**src/rtl/i2cmb_wb_regs.sv**
```systemverilog
// Wishbone register file for the I2CMB controller: CSR/DPR/CMDR/FSMR, command
// hand-off to the byte-level FSM over valid/ready, and completion interrupt.
module i2cmb_wb_regs #(
    parameter int unsigned ADDR_WIDTH = 2,
    parameter int unsigned DATA_WIDTH = 8,
    parameter int unsigned NUM_BUSES  = 16
) (
    input  logic                  clk_i,
    input  logic                  rst_i,
    input  logic                  cyc_i,
    input  logic                  stb_i,
    input  logic                  we_i,
    input  logic [ADDR_WIDTH-1:0] adr_i,
    input  logic [DATA_WIDTH-1:0] dat_i,
    output logic [DATA_WIDTH-1:0] dat_o,
    output logic                  ack_o,
    output logic                  irq_o,
    output logic                  core_en_o,
    output logic                  cmd_valid_o,
    input  logic                  cmd_ready_i,
    output logic [2:0]            cmd_o,
    output logic [7:0]            cmd_data_o,
    input  logic                  done_i,
    input  logic [1:0]            done_stat_i,
    input  logic [7:0]            rx_data_i,
    input  logic                  bus_busy_i,
    input  logic                  bus_cap_i,
    input  logic [7:0]            fsm_state_i
);

    typedef enum logic [1:0] {StIdle, StDispatch, StWaitDone} state_e;

    localparam logic [ADDR_WIDTH-1:0] AdrCsr  = ADDR_WIDTH'(0);
    localparam logic [ADDR_WIDTH-1:0] AdrDpr  = ADDR_WIDTH'(1);
    localparam logic [ADDR_WIDTH-1:0] AdrCmdr = ADDR_WIDTH'(2);
    localparam logic [ADDR_WIDTH-1:0] AdrFsmr = ADDR_WIDTH'(3);
    localparam logic [2:0]            CmdSetBus = 3'b110;

    state_e                state_q, state_d;
    logic                  ack_q;
    logic [DATA_WIDTH-1:0] dat_q;
    logic                  csr_e_q, csr_ie_q, irq_q;
    logic [3:0]            bus_id_q;
    logic [7:0]            dpr_tx_q, dpr_rx_q, cmd_data_q;
    logic [3:0]            status_q;  // {DON, NAK, AL, ERR}
    logic [2:0]            cmd_q;

    logic                  req, wr, rd, csr_wr, dpr_wr, cmdr_wr, cmdr_rd;
    logic                  e_drop, cmd_wr, cmd_illegal, done_ev;
    logic [DATA_WIDTH-1:0] rd_data;

    always_comb begin
        req         = cyc_i & stb_i & ~ack_q;
        wr          = req & we_i;
        rd          = req & ~we_i;
        csr_wr      = wr && (adr_i == AdrCsr);
        dpr_wr      = wr && (adr_i == AdrDpr);
        cmdr_wr     = wr && (adr_i == AdrCmdr);
        cmdr_rd     = rd && (adr_i == AdrCmdr);
        e_drop      = csr_wr & csr_e_q & ~dat_i[7];
        cmd_wr      = cmdr_wr & csr_e_q & (state_q == StIdle);
        cmd_illegal = (dat_i[2:0] == 3'b111) ||
                      ((dat_i[2:0] == CmdSetBus) && (32'(dpr_tx_q) >= NUM_BUSES));
        done_ev     = done_i & (state_q == StWaitDone);
    end

    always_comb begin
        rd_data = '0;
        unique case (adr_i)
            AdrCsr:  rd_data = DATA_WIDTH'({csr_e_q, csr_ie_q, bus_busy_i, bus_cap_i, bus_id_q});
            AdrDpr:  rd_data = DATA_WIDTH'(dpr_rx_q);
            AdrCmdr: rd_data = DATA_WIDTH'({status_q, 1'b0, cmd_q});
            AdrFsmr: rd_data = DATA_WIDTH'(fsm_state_i);
            default: rd_data = '0;
        endcase
    end

    always_comb begin
        state_d = state_q;
        unique case (state_q)
            StIdle:     if (cmd_wr && !cmd_illegal) state_d = StDispatch;
            StDispatch: if (cmd_ready_i) state_d = StWaitDone;
            StWaitDone: if (done_i) state_d = StIdle;
            default:    state_d = StIdle;
        endcase
        if (e_drop) state_d = StIdle;
    end

    always_ff @(posedge clk_i or posedge rst_i) begin
        if (rst_i) state_q <= StIdle;
        else       state_q <= state_d;
    end

    always_ff @(posedge clk_i or posedge rst_i) begin
        if (rst_i) begin
            ack_q      <= 1'b0;
            dat_q      <= '0;
            csr_e_q    <= 1'b0;
            csr_ie_q   <= 1'b0;
            irq_q      <= 1'b0;
            bus_id_q   <= '0;
            dpr_tx_q   <= '0;
            dpr_rx_q   <= '0;
            cmd_data_q <= '0;
            status_q   <= 4'b1000;
            cmd_q      <= '0;
        end else begin
            ack_q <= req;
            dat_q <= rd ? rd_data : '0;
            if (csr_wr) begin
                csr_e_q  <= dat_i[7];
                csr_ie_q <= dat_i[6];
            end
            if (dpr_wr) dpr_tx_q <= dat_i[7:0];
            if (cmd_wr) begin
                cmd_q      <= dat_i[2:0];
                cmd_data_q <= dpr_tx_q;
                status_q   <= cmd_illegal ? 4'b0001 : 4'b0000;
            end
            if (done_ev) begin
                status_q <= 4'b1000 >> done_stat_i;
                dpr_rx_q <= rx_data_i;
                if (cmd_q == CmdSetBus && done_stat_i == 2'b00) bus_id_q <= cmd_data_q[3:0];
            end
            if (e_drop) begin
                status_q <= 4'b1000;
                cmd_q    <= '0;
            end
            // Disable and IE-clear dominate; a new completion beats a CMDR read clear.
            if (e_drop || (csr_wr && !dat_i[6]))                          irq_q <= 1'b0;
            else if ((done_ev || (cmd_wr && cmd_illegal)) && csr_ie_q)    irq_q <= 1'b1;
            else if (cmdr_rd)                                             irq_q <= 1'b0;
        end
    end

    assign dat_o       = dat_q;
    assign ack_o       = ack_q;
    assign irq_o       = irq_q;
    assign core_en_o   = csr_e_q;
    assign cmd_valid_o = (state_q == StDispatch);
    assign cmd_o       = cmd_q;
    assign cmd_data_o  = cmd_data_q;

endmodule
```
**config.mk**
```make
export PLATFORM = sky130hd
export DESIGN_NAME = i2cmb_wb_regs
export DESIGN_NICKNAME = d
export VERILOG_FILES = /design/src/rtl/i2cmb_wb_regs.sv
export SDC_FILE = /design/constraint.sdc
export NUM_CORES = 1
export LEC_CHECK = 0
export ABC_AREA = 1
export CAP_MARGIN = 40
export CORE_UTILIZATION = 30
export CTS_BUF_LIST = sky130_fd_sc_hd__clkbuf_4 sky130_fd_sc_hd__clkbuf_8 sky130_fd_sc_hd__clkbuf_16
export CTS_CLUSTER_DIAMETER = 40
export DETAILED_ROUTE_END_ITERATION = 6
export SLEW_MARGIN = 20
export SYNTH_ARGS = -nofsm -noshare
export SYNTH_HDL_FRONTEND = slang
export SYNTH_SLANG_ARGS = --single-unit
export TNS_END_PERCENT = 30
```
**constraint.sdc**
```tcl
create_clock -name clk_i -period 1.7 [get_ports clk_i]
set_input_delay 0.34 -clock clk_i [delete_from_list [all_inputs] [get_ports clk_i]]
set_output_delay 0.34 -clock clk_i [all_outputs]
set_load 0.02 [all_outputs]
```
=== Word level (Yosys, flattened, before mapping) ===
Cells that the tools add are included.

* $lt $le $gt $ge: 1
* Equality and inequality tests: 11
* Shift operators: 1
* Muxes and demuxes: 16
* Bitwise logic cells: 12
* Reductions and logical operators: 23

{| class="wikitable"
|+ Operators by type and width
! operator !! count
|-
| one-hot mux 8 bit (4 select lines) || 1
|-
| two-way mux 4 bit || 3
|-
| logical AND 1 bit || 10
|-
| bitwise AND 1 bit || 9
|-
| equality test 3 bit (second input constant) || 3
|-
| >= comparator 8 x 5 -> 1 bit (second input constant) || 1
|-
| two-way mux 2 bit || 4
|-
| two-way mux 8 bit || 1
|-
| equality test 2 bit (second input constant) || 3
|-
| logical NOT 2 bit || 3
|-
| two-way mux 3 bit || 2
|-
| one-hot mux 2 bit (3 select lines) || 1
|-
| nonzero test 3 bit || 2
|-
| equality test 2 x 1 -> 1 bit (second input constant) || 2
|-
| two-way mux 1 bit || 4
|-
| >> shifter 4 x 2 -> 4 bit (first input constant) || 1
|-
| logical OR 1 bit || 3
|-
| != test 3 x 1 -> 1 bit (second input constant) || 1
|-
| != test 3 x 2 -> 1 bit (second input constant) || 1
|-
| != test 3 bit (second input constant) || 1
|-
| inverter 1 bit || 3
|-
| AND reduction 3 bit || 1
|-
| logical NOT 1 bit || 2
|-
| AND reduction 2 bit || 1
|-
| nonzero test 2 bit || 1
|}

* Bits in registers: 49
* Bits of input ports: 37
* Output and inout bits: 23

=== Logic depth before layout (Yosys ltp) ===
Gate-level depths: netlist of run 1.

* Depth after elaboration: 11
* Depth in mapped cells: 9

=== Worst setup path before layout of run 1 ===
OpenSTA, ideal clock, no wires.

* Path type: reg-to-reg
* From: register ack_q (netlist: ack_o)
* To: register irq_q (netlist: irq_o)
* Setup time: 0.077 ns
* Arrival time: 1.311 ns
* Path slack: 0.312 ns
* Cell stages (with the launch flop): 9
* Buffers on the path: 1
* Clock period less this slack: 1.388 ns
* Cells stage by stage: dfrtp_1 > nor2_1 > nand2_1 > nor2_2 > inv_2 > buf_6 > nand2_1 > nand3_1 > a21oi_1

* Longest elaborated chain between the ends: 11

{| class="wikitable"
|+ Ends and longest elaborated chain
! item !! line !! source
|-
| from (decl) || 40 || <nowiki>logic ack_q;</nowiki>
|-
| from (signal assigned) || 108 || <nowiki>ack_q <= req;</nowiki>
|-
| inverter 1 bit * || 53 || <nowiki>req = cyc_i & stb_i & ~ack_q;</nowiki>
|-
| bitwise AND 1 bit * || 53 ||
|-
| net req || 48 || <nowiki>logic req, wr, rd, csr_wr, dpr_wr, cmdr_wr, cmdr_rd;</nowiki>
|-
| bitwise AND 1 bit || 54 || <nowiki>wr = req & we_i;</nowiki>
|-
| logical AND 1 bit || 58 || <nowiki>cmdr_wr = wr && (adr_i == AdrCmdr);</nowiki>
|-
| bitwise AND 1 bit (2 in a row) || 61 || <nowiki>cmd_wr = cmdr_wr & csr_e_q & (state_q == StIdle);</nowiki>
|-
| logical AND 1 bit || 131 || <nowiki>else if ((done_ev || (cmd_wr && cmd_illegal)) && csr_ie_q) irq_q <= 1'b1;</nowiki>
|-
| logical OR 1 bit || 131 ||
|-
| logical AND 1 bit || 131 ||
|-
| two-way mux 1 bit || 131 ||
|-
| two-way mux 1 bit || 130 || <nowiki>if (e_drop || (csr_wr && !dat_i[6])) irq_q <= 1'b0;</nowiki>
|-
| to (signal assigned) || 130 ||
|-
| to (signal assigned) || 131 ||
|-
| to (signal assigned) || 132 || <nowiki>else if (cmdr_rd) irq_q <= 1'b0;</nowiki>
|-
| to (decl) || 42 || <nowiki>logic csr_e_q, csr_ie_q, irq_q;</nowiki>
|}

The timed path passes the listed nets; every way through them passes the cells marked *.
A chain may end at the register's enable or synchronous reset.

=== Final worst setup path of run 1 ===
* From: register ack_q (netlist: ack_o)
* To: output port ack_o

{| class="wikitable"
|+ RTL lines
! item !! line !! source
|-
| to (decl) || 16 || <nowiki>output logic ack_o,</nowiki>
|}

No word-level cell between the ends.

==> tab_implementation.tex, run 1 <==
\begin{tabular}{lr}
\hline
Metric & Value \\
\hline
\multicolumn{2}{l}{\textbf{Power}} \\
Portion of total power attributed to combinational logic & around a quarter \\
Power per standard cell area & 982 nW/um2 \\
Total net switching power & about 860 uW \\
Total power consumption of the routed design & roughly 3 mW \\
Register share of total power & between 40\% and 50\% \\
Worst IR drop on VDD & 0.554 mV \\
Internal power consumption & around 2.2 mW \\
Clock power frac & between 20\% and 30\% \\
Leakage Power & 1.55 nW \\
Switch share & between 20 and 30\% \\
\multicolumn{2}{l}{\textbf{Synth}} \\
Count of mapped cells out of synthesis & approximately 250 \\
Post-synthesis instance area & 2120 um2 \\
EDFF count, synth & 0 \\
Register area share after synthesis & $\sim$58\% \\
Adder and majority gate portion of the synthesized area & 0\% \\
Share of cell area taken by muxes after synthesis & less than 1\% \\
Simple-gate area share of the yosys netlist & 21.2\% \\
Synth Warn \# & 0 \\
Post-synthesis share of cell area spent on xor and xnor gates & 0\% \\
Syn Nets & 283 \\
Top\_reg\_cell synth & sky130\_fd\_sc\_hd\_\_dfrtp\_1 \\
Main combinational cell family by area after synthesis & simple AND/OR/NAND/NOR gates \\
Synth unique cells & 23 \\
Post-synthesis register bit count & 49 \\
Compound-cell area share of the yosys netlist & a little over an eighth \\
Mean instance size in the synthesized netlist & between 8 and 9 um2 \\
Async SR Flop Fraction & between 90\% and 100\% \\
\multicolumn{2}{l}{\textbf{Timing}} \\
Number of pins with negative max-slew slack in the final report & 0 \\
Clock period minus final worst setup slack & roughly 1600 ps \\
Final-report hold violation count & 0 \\
Unrepaired setup endpoints after global routing & false \\
Setup Skew & 6.45 ps \\
Worst Max-Slew Pin Slew & 319 ps \\
Hold slack final & 272 ps \\
Relative slew slack & about four fifths \\
Highest attainable clock frequency & 611 MHz \\
Share of the clock period used by the worst path after layout & a little over nine tenths \\
Setup-violating endpoint count in the final report & 0 \\
\multicolumn{2}{l}{\textbf{CTS}} \\
Source-to-sink clock delay at the later pin of the worst-skew pair & just under 300 ps \\
Clock-pin slew of the registers on the worst-case setup and hold paths & 80 ps \\
Number of setup buffers added after CTS & 0 \\
Clock buffer depth & 2 \\
Maximum level of the CTS H-tree & 2 \\
Sinks on the clock net & 49 \\
CTS tree & built \\
Number of buffers created by CTS & 5 \\
Number of hold buffers added after CTS & 0 \\
CTS Root Cell & sky130\_fd\_sc\_hd\_\_clkbuf\_8 \\
\multicolumn{2}{l}{\textbf{Global routing}} \\
Total overflow reported by the global router & 0 \\
First-pass GRT wire length & between 8 and 9 mm \\
Overall track demand over capacity in global routing & between 10\% and 20\% \\
Vias in the first global route & between 1500 and 2000 \\
Pin count of the biggest net entering global routing & 25 \\
Number of antenna violations at the first check in global routing & 0 \\
\multicolumn{2}{l}{\textbf{Detailed routing}} \\
Via density per instance & $\sim$4.5 \\
Detail Route Antenna Nets & 0 \\
First-pass iteration count of the detailed router & 4 \\
Total DRC errors in the routed layout & 0 \\
Initial drt markers & approximately 120 \\
Routed wire per std cell & 12.5 um \\
Via count & about 1900 \\
Final routed wirelength across all metal layers & roughly 5.3 mm \\
\multicolumn{2}{l}{\textbf{Placed design}} \\
Placer's final routability congestion estimate & about 0.84 \\
Dpl hpwl & 4.12 mm \\
I/O Buffers & slightly below 60 \\
\multicolumn{2}{l}{\textbf{Final layout}} \\
Multi-input logic area & $\sim$750 um2 \\
Area of all sequential standard cells & 1230 um2 \\
Highest-count cells in the layout ignoring fill and taps & sky130\_fd\_sc\_hd\_\_nand2\_1 (76), sky130\_fd\_sc\_hd\_\_clkdlybuf4s50\_1 (54), sky130\_fd\_sc\_hd\_\_dfrtp\_1 (48) \\
Number of fillers in the final layout & about 670 \\
Number of nets in the layout & $\sim$370 \\
Layout-stage area growth over the synthesis result & 47.5\% \\
Most common cell after layout, fill and taps aside & sky130\_fd\_sc\_hd\_\_nand2\_1 \\
Share of final-layout standard cells stronger than drive strength 1 & between 10\% and 20\% \\
Antenna diode count & 0 \\
\multicolumn{2}{l}{\textbf{Setup path}} \\
Worst setup SP type & flop \\
Buf+Inv Stages, Crit Path & 1 \\
Kind of critical path & flop to primary output \\
Data required time of the critical path & between 1000 and 1500 ps \\
Slowest cell on crit path & sky130\_fd\_sc\_hd\_\_clkdlybuf4s50\_1 \\
Maximum fanout encountered on the critical timing path & 3 \\
Gate family responsible for the most delay along the worst path & buffers and inverters \\
List of cells traversed by the critical path & clkdlybuf4s50\_1 \\
Critical path capture point type & primary output \\
Data arrival at the endpoint of the critical path & between 1000 and 1500 ps \\
Slowest Stage Delay on Critical Path & roughly 620 ps \\
\multicolumn{2}{l}{\textbf{Floorplanning}} \\
Die boundary width & about 86 um \\
\# IOs & 60 \\
Core Box Area & a little under 7000 um2 \\
Vertical die dimension & between 80 and 90 um \\
Initial core utilization & roughly 31\% \\
Number of cell rows & 30 \\
Die outline area & around 7400 um2 \\
\multicolumn{2}{l}{\textbf{Status}} \\
Run status & complete, no violations \\
\multicolumn{2}{l}{\textbf{Run}} \\
Total of max-cap violations & 0 \\
\multicolumn{2}{l}{\textbf{Worst hold path}} \\
Worst hold path type & input port to async pin \\
\hline
\end{tabular}
metrics by stage:
step           util, %  TNS (ps)  worst slack [ps]  cells  instance area [um2]
6_report          45.8         0              62.3    428                 3130
3_5_place_dp      43.9     -3560              -204    420                 3000
3_3_place_gp      43.9     -2980              -169    420                 3000
4_1_cts           45.6         0              8.41    428                 3120
5_1_grt           45.8         0              2.63    428                 3130
2_1_floorplan        -         0               189    246                 2120
final cells by class:
cell class / count / area share (%)
well taps: 96 / 3.84
repair buffers: 84 / 25.5
flip-flops and latches: 49 / 39.2
clock inverters: 1 / 0.960
clock buffers: 7 / 2.88
inverters: 30 / 3.60
multi-input cells: 161 / 24.0
kinds of logic (layout without fill, tap and decap cells):
group           Yosys count  in the layout
simple gates            109            109
mux                       1              1
buf+inv                  36            122
compound gates           51             51
flops                    49             49
power by group through the flow:
stage | sequential, mW | combinational (mW) | clock (mW)
2_1_floorplan | 1.60 | 0.239 | 0
3_3_place_gp | 1.51 | 0.719 | 0
3_5_place_dp | 1.51 | 0.730 | 0
4_1_cts | 1.49 | 0.730 | 0.896
5_1_grt | 1.51 | 0.796 | 0.928
6_report | 1.49 | 0.717 | 0.867
flip-flops by register name (all words and copies together) (netlist names):
signal      cells
csr_ie_q        1
dat_o           8
ack_o           1
core_en_o       1
irq_o           1
state_q         2
dpr_rx_q        8
bus_id_q        4
cmd_data_o      8
status_q        4
cmd_o           3
dpr_tx_q        8
timing repair:
action,in CTS,in global routing
gates resized for setup,2,5
endpoints found under the hold margin,0,0
setup endpoints to repair,2,7
worst paths after layout:
path / depth (start not counted) / slack [ps] / startpoint / endpoint
setup / recovery: 1 / 60 / ack_o / ack_o
hold / removal: 2 / 270 / rst_i / dat_o[1]
setup reg to reg: 6 / 340 / state_q[1] / status_q[2]
hold reg to reg: 2 / 480 / bus_id_q[1] / bus_id_q[1]
max in group asynchronous: 3 / 960 / rst_i / status_q[3]
min in group clk_i: 2 / 480 / bus_id_q[1] / bus_id_q[1]
cell usage after synthesis (all sizes together) (2+ instances only):
library cell / n / share of area [%]
inv: 30 / 5.3
o21ai: 27 / 6.4
dfrtp: 48 / 57
buf: 3 / 1.0
nand3: 10 / 2.6
nand4: 3 / 0.88
nor3: 2 / 0.47
clkbuf: 3 / 0.53
a21oi: 14 / 3.3
a221oi: 7 / 2.9
nand2: 76 / 13
nor2: 17 / 3.5
metal layers:
| metal | track usage, % | routed length (um) | vias up |
|---|---|---|---|
| met5 | 0 | 0 | - |
| met4 | 4.09 | 24 | 0 |
| met3 | 3.37 | 288 | 2 |
| met2 | 22.7 | 2360 | 62 |
| met1 | 23.3 | 2670 | 895 |
| li1 | - | - | 966 |
Power figures use the tool's default switching activity.
==> inputs of run 2 (changes only) <==
--- a/config.mk
+++ b/config.mk
@@ -15,4 +15,4 @@
 export SYNTH_ARGS = -nofsm -noshare
 export SYNTH_HDL_FRONTEND = slang
 export SYNTH_SLANG_ARGS = --single-unit
-export TNS_END_PERCENT = 30
+export TNS_END_PERCENT = 5
==> results of run 2 <==
Same layout as run 1: the final DEF is identical, and so are final timing and power.
==> inputs of run 3 (changes only) <==
--- a/config.mk
+++ b/config.mk
@@ -6,7 +6,6 @@
 export NUM_CORES = 1
 export LEC_CHECK = 0
 export ABC_AREA = 1
-export CAP_MARGIN = 40
 export CORE_UTILIZATION = 30
 export CTS_BUF_LIST = sky130_fd_sc_hd__clkbuf_4 sky130_fd_sc_hd__clkbuf_8 sky130_fd_sc_hd__clkbuf_16
 export CTS_CLUSTER_DIAMETER = 40
==> results of run 3 <==
Same layout as run 1: the final DEF is identical, and so are final timing and power.
==> edit 1: new RTL, flow settings as in run 1 <==
Set the parameter `ADDR_WIDTH` to 3 (it was 2).
--- a/src/rtl/i2cmb_wb_regs.sv
+++ b/src/rtl/i2cmb_wb_regs.sv
@@ -3,3 +3,3 @@
 module i2cmb_wb_regs #(
-    parameter int unsigned ADDR_WIDTH = 2,
+    parameter int unsigned ADDR_WIDTH = 3,
     parameter int unsigned DATA_WIDTH = 8,
Interface: changed (resized adr_i); port bits go from 60 to 61. No check against the original RTL was run, so the function may have changed too.
==> edit 1 against run 1 <==
- critical endpoint is now cmd_data_o[3]
- sequential cell count is the same
- worst setup slack worse by 0.0058 ns
- clock power is 17% lower
- critical path depth unchanged
- total power decreased by 14%
- die area is 6.2% higher
- synthesized area grew 6.3%
- final area is 4.7% higher
- final cell count is 5.1% higher
- wire length grew 6.1%
- via count rose by 5.6%
- worst hold slack better by 0.019 ns
==> edit 1: results (changes against run 1) <==
placement:
  dp_hpwl_mm: 4.46  # +8.2%
  pre_cts_ws_ns: -0.146  # +0.0577 ns
  gp_congestion: 0.807  # -4.3%
  port_buffers: 60  # +1.7%
  dpl.cell_count: 442  # +5.2%
global_route:
  grt_max_degree: 26  # +4.0%
  grt_pass1_wl_mm: 9.16  # +2.0%
  grt_pass1_vias: 1911  # +5.5%
  grtUsageMet3: 0.0336  # -0.000104
  track_usage: 0.155  # -0.000280
  grt_util_met1: 0.216  # -0.0166
sta:
  finClkSkew_ns: 0.0140  # +0.00760 ns
  tightest_slew_ns: 0.293  # -0.0260 ns
  holdWs_ns: 0.292  # +0.0193 ns
yosys:
  yosysSeqAreaShare: 0.544  # -0.0343
  synth_commonest_cells: "64 x nand2_1, 48 x dfrtp_1, 28 x inv_1, 28 x nand3_1, 21 x nor2_1"
  syn_nets: 301  # +6.4%
  synth.distinct_cells: 27  # +17%
  syn_inst: 263  # +6.9%
  ys_top_cells_by_area: "dfrtp_1 53%, nand2_1 11%, nand3_1 6.2%, inv_1 4.7%, nor2_1 3.5%"
critical_path:
  r2r_cells: 8  # +2
  start_kind: "register"
  crit_start: "cmd_data_o[3]"
power_and_ir_drop:
  ir_worst_vdd_mv: 0.462  # -17%
  cellLeakagePower_nw: 1.57  # +0.94%
finish:
  fill_cells: 738  # +10%
  drive_gt1_frac: 0.162  # +0.0359
  fin_cells: 450  # +5.1%
route:
  vias: 2032  # +5.6%
  drtIter0Drc: 203  # +74%
  routedWlPerCell_um: 12.6  # +0.92%
outcome:
  status: "finished clean"
## edit 1: through the flow
| stage | utilization | instance area [um2] | setup TNS [ns] |
|---|---|---|---|
| floorplan | - | 2260 | 0 |
| global placement | 0.438 | 3180 | -1.64 |
| detailed placement | 0.438 | 3180 | -2.35 |
| CTS | 0.451 | 3270 | 0 |
| global route | 0.452 | 3280 | 0 |
| finish | 0.452 | 3280 | 0 |
## edit 1: worst max-delay path by stage
stage | slack [ns] | endpoint | depth (start not counted)
floorplan | 0.19 | ack_o | 1
global placement | -0.13 | state_q[1] | 8
detailed placement | -0.15 | cmd_o[0] | 7
CTS | 0.0005 | cmd_o[1] | 1
global route | 0.001 | cmd_data_o[3] | 1
finish | 0.06 | cmd_data_o[3] | 1
## edit 1: worst register-to-register path: cells and delay by family (launching register included)
kind | cells | cell delay (ns)
AOI/OAI and AO/OA | 1 | 0.07
DFF | 1 | 0.42
and+or+nand+nor | 7 | 0.76
## edit 1: cells by family after synthesis
logic type	Yosys count	synth area share
simple gates	133	0.276
flops	49	0.544
compound gates	43	0.114
buf+inv	38	0.0660
## edit 1: repair_timing
item	in CTS	in global routing
pin swaps	0	0
buffers inserted	0	0
endpoints found under the setup margin	2	3
gates resized for setup	2	3
## edit 1: final cells by class
class                           count  share of cell area
Sequential cell                    49               0.375
Tap cell                           99              0.0378
Clock buffer                        6              0.0252
Clock inverter                      2             0.00420
Timing Repair Buffer               87               0.254
Inverter                           31              0.0355
Multi-Input combinational cell    176               0.269
## edit 1: report_power, final
| part | internal [mW] | total, mW | switching, mW | leakage [nW] |
|---|---|---|---|---|
| registers | 1.29 | 1.37 | 0.0794 | 0.607 |
| logic | 0.278 | 0.555 | 0.278 | 0.911 |
| clock network | 0.330 | 0.722 | 0.392 | 0.0512 |
## edit 1: routing by layer
metal	wire length [um]	up-vias
met5	0	-
met2	2640	58
li1	-	1036
met1	2700	933
met3	289	5
met4	34	0
==> edit 2: new RTL, config.mk and constraints of run 1 <==
Made on the original files. The 3 states of `state_e` get a one-hot encoding in 3 bits.
--- a/src/rtl/i2cmb_wb_regs.sv
+++ b/src/rtl/i2cmb_wb_regs.sv
@@ -30,3 +30,3 @@
 
-    typedef enum logic [1:0] {StIdle, StDispatch, StWaitDone} state_e;
+    typedef enum logic [2:0] {StIdle = 3'b001, StDispatch = 3'b010, StWaitDone = 3'b100} state_e;
 
Function: no difference found for any inputs over 10 cycles, from zero or initial values and one cycle with rst_i high; not proved beyond that.
==> edit 2 against run 1 <==
- total power is 16% higher
- sequential cell count is 1 higher
- largest cell class unchanged
- synthesized area is 10% higher
- clock skew is 0.0067 ns higher
- count of clock-buffer cells in the layout is 2 lower
- wire length is 7.4% higher
- final area is 4.6% higher
- via count is 5.8% higher
- critical path type unchanged
- worst setup slack worse by 0.016 ns
- critical endpoint is now cmd_data_o[0]
- sequential power is 15% higher
==> edit 2: results (changes against run 1) <==
yosys:
  syn_nets: 304  # +7.4%
  ys_top_cells_by_area: "dfrtp_1 51%, nand2_1 12%, inv_1 6.3%, o21ai_0 4.9%, o21ai_2 2.6%"
  synth.distinct_cells: 27  # +17%
  ys.warnings.count: 0  # unchanged
  synth_commonest_cells: "73 x nand2_1, 48 x dfrtp_1, 39 x inv_1"
global_route:
  grt_pass1_wl_mm: 9.74  # +8.5%
  grt_max_degree: 51  # +100%
  grt_pass1_vias: 2023  # +12%
  track_usage: 0.151  # -0.00427
placement:
  gp_congestion: 0.798  # -5.4%
  dp_hpwl_mm: 4.36  # +5.7%
route:
  remaining_drc_errors: 0  # unchanged
  routedWlPerCell_um: 12.8  # +2.6%
  drtIter0Drc: 88  # -25%
  vias_per_cell: 4.54  # +1.0%
critical_path:
  reg2reg_to: "state_q[1]"
  r2r_start: "state_q[0]"
  path_max_fanout: 2  # -1
  r2r_cells: 7  # +1
  critPathCapture: "cmd_data_o[0]"
  regToRegSetupSlack_ns: 0.30  # -0.04 ns
  crit_start: "cmd_data_o[0]"
sta:
  holdWs_ns: 0.375  # +0.102 ns
  tightest_slew_ns: 0.348  # +0.0294 ns
  finClkSkew_ns: 0.0132  # +0.00674 ns
power_and_ir_drop:
  cellLeakagePower_nw: 1.63  # +4.9%
  ir_worst_vdd_mv: 0.458  # -17%
finish:
  fill_cells: 741  # +11%
  drive_gt1_frac: 0.166  # +0.0397
  nets: 385  # +4.6%
outcome:
  status: "finished clean"
cts:
  path_clk_slew_ns: 0.11  # +0.03 ns
  cts_inserted_buffers: 5  # unchanged
edit 2: changes by cell type after synthesis, sizes merged, moves of 3 or more:
cell           run 1  this run
o21ai             27        37
a221oi             7         1
nand4              3         6
a31oi              0         3
clkbuf             3         0
inv               30        39
nand3             10        14
nand2             76        79
edit 2: cell type report:
type                       count  area, um2  area share
timing repair buffer          79        763       0.233
tap                           99        124      0.0378
inverter                      40        151      0.0463
sequential                    50       1250       0.383
multi-input combinational    172        886       0.271
clock buffer                   5       68.8      0.0210
clock inverter                 3       26.3     0.00803
edit 2: repair_timing:
item / 4_1_cts / 5_1_grt
endpoints found under the setup margin: 3 / 2
hold endpoints to repair: 0 / 0
resized for setup: 6 / 2
edit 2: through the flow:
step / setup TNS [ns] / utilization / area, um2 / worst slack (ns) / instances
after detailed placement: -2.81 / 0.429 / 3180 / -0.147 / 440
after CTS: 0 / 0.441 / 3270 / 0.0103 / 448
final: 0 / 0.442 / 3270 / 0.0459 / 448
after floorplan: 0 / - / 2340 / 0.162 / 267
after global placement: -1.13 / 0.429 / 3180 / -0.0988 / 440
after global routing: 0 / 0.442 / 3270 / 0.00867 / 448
edit 2: cells by family (layout without fill, tap and decap cells):
group                  count (synthesis)  after routing  share of synthesized area
AOI/OAI and AO/OA                     54             54                      0.131
buffers and inverters                 45            127                     0.0851
and+or+nand+nor                      116            116                      0.238
muxes                                  2              2                    0.00963
DFF                                   50             50                      0.536
edit 2: report_power, final:
part	internal [mW]	switching, mW
clock	0.306	0.440
combinational	0.499	0.592
sequential	1.53	0.190
edit 2: layer usage:
metal / GRT usage / part of all wire / wire length [um]
met1: 0.211 / 0.48 / 2750
met2: 0.233 / 0.46 / 2610
met3: 0.0387 / 0.053 / 306
met4: 0.0417 / 0.010 / 58
met5: 0 / 0 / 0
